===== config.mk =====
export PLATFORM = sky130hd
export DESIGN_NAME = crossing_sequencer_flat
export DESIGN_NICKNAME = d
export VERILOG_FILES = /design/src/rtl/crossing_sequencer_if.sv /design/src/rtl/crossing_sequencer.sv /design/src/flat_wrapper.sv
export SDC_FILE = /design/constraint.sdc
export NUM_CORES = 1
export LEC_CHECK = 0
export CAP_MARGIN = 0
export CORE_MARGIN = 4
export CORE_UTILIZATION = 40
export CTS_CLUSTER_SIZE = 10
export DETAILED_ROUTE_END_ITERATION = 8
export PLACE_DENSITY = 0.76
export SLEW_MARGIN = 20
export SYNTH_ARGS = -nofsm -noshare
export SYNTH_HDL_FRONTEND = slang
export SYNTH_SLANG_ARGS = --single-unit

===== constraint.sdc =====
create_clock -name clk -period 2.4 [get_ports clk]
set_input_delay 0.6 -clock clk [delete_from_list [all_inputs] [get_ports clk]]
set_output_delay 0.6 -clock clk [all_outputs]
set_load 0.02 [all_outputs]

===== src/rtl/crossing_sequencer_if.sv =====
// crossing_sequencer_if: bundles the timebase, durations, sensors and status
// outputs of the level-crossing sequencer.
//   master : drives tick, t0, t1, sensor_in, sensor_out, fault_clr;
//            observes present_state, count, lights, gate_down, fault.
//   slave  : the sequencer side (mirror of master).
interface crossing_sequencer_if;
  logic        tick;
  logic [18:0] t0;
  logic [18:0] t1;
  logic        sensor_in;
  logic        sensor_out;
  logic        fault_clr;
  logic [3:0]  present_state;
  logic [18:0] count;
  logic        lights;
  logic        gate_down;
  logic        fault;

  modport master (
    output tick, t0, t1, sensor_in, sensor_out, fault_clr,
    input  present_state, count, lights, gate_down, fault
  );

  modport slave (
    input  tick, t0, t1, sensor_in, sensor_out, fault_clr,
    output present_state, count, lights, gate_down, fault
  );
endinterface


===== src/rtl/crossing_sequencer.sv =====
// crossing_sequencer: level-crossing state machine with its 19-bit duration
// timer. Every state entry loads the timer with t0 (IDLE, CLOSED, GATE_UP)
// or t1 (WARN, GATE_DOWN, FAULT); the timer counts down on tick pulses.
// Ports:
//   clk   - system clock, rising edge
//   rst_n - asynchronous active-low reset (deassertion synchronous at system level)
//   bus   - slave side of crossing_sequencer_if:
//           in : tick, t0, t1, sensor_in, sensor_out, fault_clr
//           out: present_state, count, lights, gate_down, fault (all registered)
module crossing_sequencer (
  input logic                 clk,
  input logic                 rst_n,
  crossing_sequencer_if.slave bus
);

  localparam logic [3:0] StIdle     = 4'b0000;
  localparam logic [3:0] StWarn     = 4'b0001;
  localparam logic [3:0] StGateDown = 4'b0010;
  localparam logic [3:0] StClosed   = 4'b0011;
  localparam logic [3:0] StGateUp   = 4'b0100;
  localparam logic [3:0] StFault    = 4'b1000;

  logic [3:0]  state_q, state_d;
  logic [18:0] count_q, count_d;
  logic        lights_q, lights_d;
  logic        gate_down_q, gate_down_d;
  logic        fault_q, fault_d;

  logic expire;
  logic load;
  logic timed;
  logic use_short;

  // Expiry on the tick where the remaining count is 1 (or a zero load), so a
  // loaded value N lasts max(N,1) ticks.
  assign expire = bus.tick & (count_q <= 19'd1);

  // IDLE and FAULT park the timer; only the four sequencing states count.
  assign timed = (state_q == StWarn) || (state_q == StGateDown) ||
                 (state_q == StClosed) || (state_q == StGateUp);

  // Next-state: first matching condition per state wins.
  always_comb begin
    state_d = state_q;
    load    = 1'b0;
    case (state_q)
      StIdle: begin
        if (bus.sensor_in) begin
          state_d = StWarn;
          load    = 1'b1;
        end
      end
      StWarn: begin
        if (expire) begin
          state_d = StGateDown;
          load    = 1'b1;
        end
      end
      StGateDown: begin
        if (expire) begin
          state_d = StClosed;
          load    = 1'b1;
        end
      end
      StClosed: begin
        // Exit sensor beats the timeout when both land on the same cycle.
        if (bus.sensor_out) begin
          state_d = StGateUp;
          load    = 1'b1;
        end else if (expire) begin
          state_d = StFault;
          load    = 1'b1;
        end
      end
      StGateUp: begin
        // A new approaching train re-closes the gate before the lift completes.
        if (bus.sensor_in) begin
          state_d = StGateDown;
          load    = 1'b1;
        end else if (expire) begin
          state_d = StIdle;
          load    = 1'b1;
        end
      end
      StFault: begin
        // Only clear once the track reads empty.
        if (bus.fault_clr && !bus.sensor_out) begin
          state_d = StGateUp;
          load    = 1'b1;
        end
      end
      default: begin
        state_d = StFault;
        load    = 1'b1;
      end
    endcase
  end

  // Duration select follows the state being entered.
  assign use_short = (state_d == StIdle) || (state_d == StClosed) || (state_d == StGateUp);

  // Timer: a load masks any coincident tick. Decrement only happens without
  // expiry, so count_q >= 2 here and the timer cannot underflow.
  always_comb begin
    count_d = count_q;
    if (load) begin
      count_d = use_short ? bus.t0 : bus.t1;
    end else if (timed && bus.tick && !expire) begin
      count_d = count_q - 19'd1;
    end
  end

  // Moore outputs decoded from the next state so they are registered
  // alongside present_state.
  always_comb begin
    lights_d    = 1'b1;
    gate_down_d = 1'b0;
    fault_d     = 1'b0;
    case (state_d)
      StIdle: begin
        lights_d = 1'b0;
      end
      StGateDown, StClosed: begin
        gate_down_d = 1'b1;
      end
      StFault: begin
        gate_down_d = 1'b1;
        fault_d     = 1'b1;
      end
      default: begin
      end
    endcase
  end

  always_ff @(posedge clk or negedge rst_n) begin
    if (!rst_n) begin
      state_q     <= StIdle;
      count_q     <= 19'd0;
      lights_q    <= 1'b0;
      gate_down_q <= 1'b0;
      fault_q     <= 1'b0;
    end else begin
      state_q     <= state_d;
      count_q     <= count_d;
      lights_q    <= lights_d;
      gate_down_q <= gate_down_d;
      fault_q     <= fault_d;
    end
  end

  assign bus.present_state = state_q;
  assign bus.count         = count_q;
  assign bus.lights        = lights_q;
  assign bus.gate_down     = gate_down_q;
  assign bus.fault         = fault_q;

endmodule


===== src/flat_wrapper.sv =====
// flat-port wrapper written by rule: the top's interface ports become plain ports
module crossing_sequencer_flat 
  (clk, rst_n, bus_tick, bus_t0, bus_t1, bus_sensor_in, bus_sensor_out, bus_fault_clr, bus_present_state, bus_count, bus_lights, bus_gate_down, bus_fault);
  crossing_sequencer_if bus_i ();
  input logic clk;
  input logic rst_n;
  input wire logic [$bits(bus_i.tick)-1:0] bus_tick;
  input wire logic [$bits(bus_i.t0)-1:0] bus_t0;
  input wire logic [$bits(bus_i.t1)-1:0] bus_t1;
  input wire logic [$bits(bus_i.sensor_in)-1:0] bus_sensor_in;
  input wire logic [$bits(bus_i.sensor_out)-1:0] bus_sensor_out;
  input wire logic [$bits(bus_i.fault_clr)-1:0] bus_fault_clr;
  output wire logic [$bits(bus_i.present_state)-1:0] bus_present_state;
  output wire logic [$bits(bus_i.count)-1:0] bus_count;
  output wire logic [$bits(bus_i.lights)-1:0] bus_lights;
  output wire logic [$bits(bus_i.gate_down)-1:0] bus_gate_down;
  output wire logic [$bits(bus_i.fault)-1:0] bus_fault;
  assign bus_i.tick = bus_tick;
  assign bus_i.t0 = bus_t0;
  assign bus_i.t1 = bus_t1;
  assign bus_i.sensor_in = bus_sensor_in;
  assign bus_i.sensor_out = bus_sensor_out;
  assign bus_i.fault_clr = bus_fault_clr;
  assign bus_present_state = bus_i.present_state;
  assign bus_count = bus_i.count;
  assign bus_lights = bus_i.lights;
  assign bus_gate_down = bus_i.gate_down;
  assign bus_fault = bus_i.fault;
  crossing_sequencer u_core (.clk(clk), .rst_n(rst_n), .bus(bus_i));
endmodule

==> results.md <==
* Rel. slew slack at 66.1%
* Root buffer cell: clkbuf_8
* CP peak stage delay at 570 ps
* Drt first pass iters at 6
* Initial antenna violation count at 0
* Commonest non-fill, non-tap cell in the layout: clkdlybuf4s50_1
* Post-DP HPWL at 3680 µm
* # IOs at 70
* Post-route setup TNS at 0 ps
* Clock Pin Slew Worst Setup and Hold Paths at 100 ps
* PD cells at 1140 mW/mm²
* Die area at 0.00591 mm²
* Cts hold-fix bufs at 0
* # port buffers at 69
* GPL Wtd Cong at 0.903
* WL/cell at 14.7 µm
* Worst path bufs/invs at 0
* DRC Markers at 0
* CTS Sinks at 26
* Final hold violations at 0
* Mapped Area at 0.00190 mm²
* Worst-Margin Slew at 495 ps
* Avg Inst Size Synth at 9.99 µm²
* Clock skew at 5.70 ps
* TritonCTS buffer count at 3
* Via count at 1769
* Int Pwr at 1870 µW
* Layout cells sized above 1 at 15.6%
* Clk_lat worst skew at 270 ps
* Via/cell ratio at 5.41
* Comb power frac at 63.5%
* Syn. warnings at 0
* Critical Path RT at 2560 ps
* Min-delay worst type: flop to flop
* Post-layout min period at 2390 ps
* First-pass GRT wire length at 7870 µm
* DRT Wirelength at 4810 µm
* Overflow after GRT at 0
* DR iter-0 viols at 219
* Post-Syn Nets at 236
* Clock power frac at 8.9%
* Final-stage net count at 322
* Number of synthesized flops with an enable pin at 0
* Unrepaired setup endpoints after global routing: true
* Critical path arrival at 2550 ps
* Post-Syn Instances at 190
* Core Util, Final at 64.1%
* Most frequent cells in the layout: clkdlybuf4s50_1 (69), mux2i_1 (38), dfrtp_1 (24), buf_4 (20), nor2_1 (14)
* CP Capture Type: flop
* Number of global-route vias before repair at 1746
* Die Wd at 76.9 µm
* Initial Util at 42.4%
* Die height at 76.9 µm
* Final setup fails at 0
* Fmax at 418 MHz
* Flops & latches, synth at 26
* Worst-path fanout max at 4
* Max cap viols at 0
* Switching pwr at 1390 µW
* Antenna viol nets, final at 0
* CTS max path bufs at 2
* Slowest stage cell, crit path: or4_4
* Critical path type: flop to flop
* Distinct cells, synth at 48
* Hold Slack at 619 ps
* Area Growth Syn to Fin at 51.1%
* CP dominant cell by count: mux2_4
* Startpoint Class: flop
* P_leak at 0.00122 µW
* CTS tree: done
* Peak VDD IR at 0.593 mV
* Largest net degree at the start of global routing at 27
* Core area at 0.00447 mm²
* Antenna diode instance count at 0
* Critical path cell sequence: or4_4 -> nor4b_4 -> nand4_1 -> a21oi_4 -> mux2_4 -> mux2_4
* Sequential power share at 27.6%
* Final Max Slew Viols at 0
* Delay-heaviest family, CP: simple AND/OR/NAND/NOR gates
* Main synth FF type: dfrtp_1
* FP Rows at 24
* Status: finished, final reports clean
* Tcrit/Tclk final at 99.7%
* GR Util All Layers at 16.1%
* Async set or reset register ratio after synthesis at 100%
* CTS H-tree depth at 1
* Share of the yosys chip area belonging to registers at 34.3%
* Net Sw Frac at 42.6%
[repair_timing]
action | 4_1_cts | 5_1_grt
endpoints found under the setup margin | 4 | 19
pin swaps | 2 | 1
setup buffers | 0 | 1
gates resized for setup | 0 | 12
[layer usage]
layer	vias up	track usage [%]	routed length [µm]
met3	6	3.40	365
met5	-	0	0
li1	865	-	-
met1	819	21.2	2090
met4	0	4.17	63
met2	79	26.8	2290
[area by class of cell]
type,instances,area [µm²]
Clock buffer,4,55.1
Fill cell,382,1610
Inverter,7,26.3
Multi-Input combinational cell,145,1180
Sequential cell,26,653
Tap cell,52,65.1
Timing Repair Buffer,93,886
[power groups by stage]
stage | Combinational, µW | Clock [µW] | Sequential (µW)
after detailed placement | 2010 | 0 | 895
after floorplan | 1070 | 0 | 1100
after global routing | 2250 | 312 | 943
after global placement | 1980 | 0 | 892
final | 2070 | 290 | 902
after CTS | 2020 | 295 | 890
[through the flow]
stage	instance area [µm²]	power [µW]	instances	worst slack, ps
after floorplan	1900	2170	190	-98.0
after global placement	2750	2870	322	-175
after detailed placement	2750	2900	322	-203
after CTS	2800	3200	326	16.4
after global routing	2870	3500	327	-75.6
final	2870	3260	327	6.45
[registers in the layout, summed over array words and instances, names as in the netlist]
name	flops
u_core.bus.lights	1
u_core.bus.gate_down	1
u_core.bus.present_state	4
u_core.bus.fault	1
u_core.bus.count	19
[cell families (layout without fill, tap and decap cells)]
family          Yosys count  count (layout)  share of synthesized area (%)
buf+inv                  19             104                           6.26
xor+xnor                 17              17                           7.84
simple gates             60              60                           19.2
fa+ha+maj                 2               2                           1.32
flops                    26              26                           34.3
compound gates           26              26                           9.62
mux                      40              40                           21.4
[final timing paths]
check                                            start                     endpoint  slack (ps)  cells after the start
setup / recovery                  u_core.bus.count[14]         u_core.bus.count[16]           6                      6
hold reg to reg            u_core.bus.present_state[3]  u_core.bus.present_state[1]         620                      1
setup reg to reg                  u_core.bus.count[14]         u_core.bus.count[16]           6                      6
hold / removal             u_core.bus.present_state[3]  u_core.bus.present_state[1]         620                      1
min in group asynchronous                        rst_n  u_core.bus.present_state[1]         690                      2
max in group asynchronous                        rst_n         u_core.bus.count[13]        1430                      2
[worst register-to-register path: cells and delay by family, from the launching register on]
family          cells  cell delay (ps)
compound gates      1              230
simple gates        3             1080
flops               1              410
mux                 2              560
[synth_stat cells (3+ instances only)]
library cell  instances  area share, %
nor3_1                4            1.1
xnor2_1               4            1.8
dfrtp_1              26             34
nand2_1               4           0.79
nand4b_1              3            1.4
nand3_1               8            2.1
mux2i_1              38             20
xor2_1               13            6.0
clkbuf_1              6            1.2
inv_1                 7            1.4
nor2_1               14            2.8
o21ai_0               4            1.1
a21oi_1               7            1.8
nand4_1               5            1.6
(Power assumes the default switching activity.)
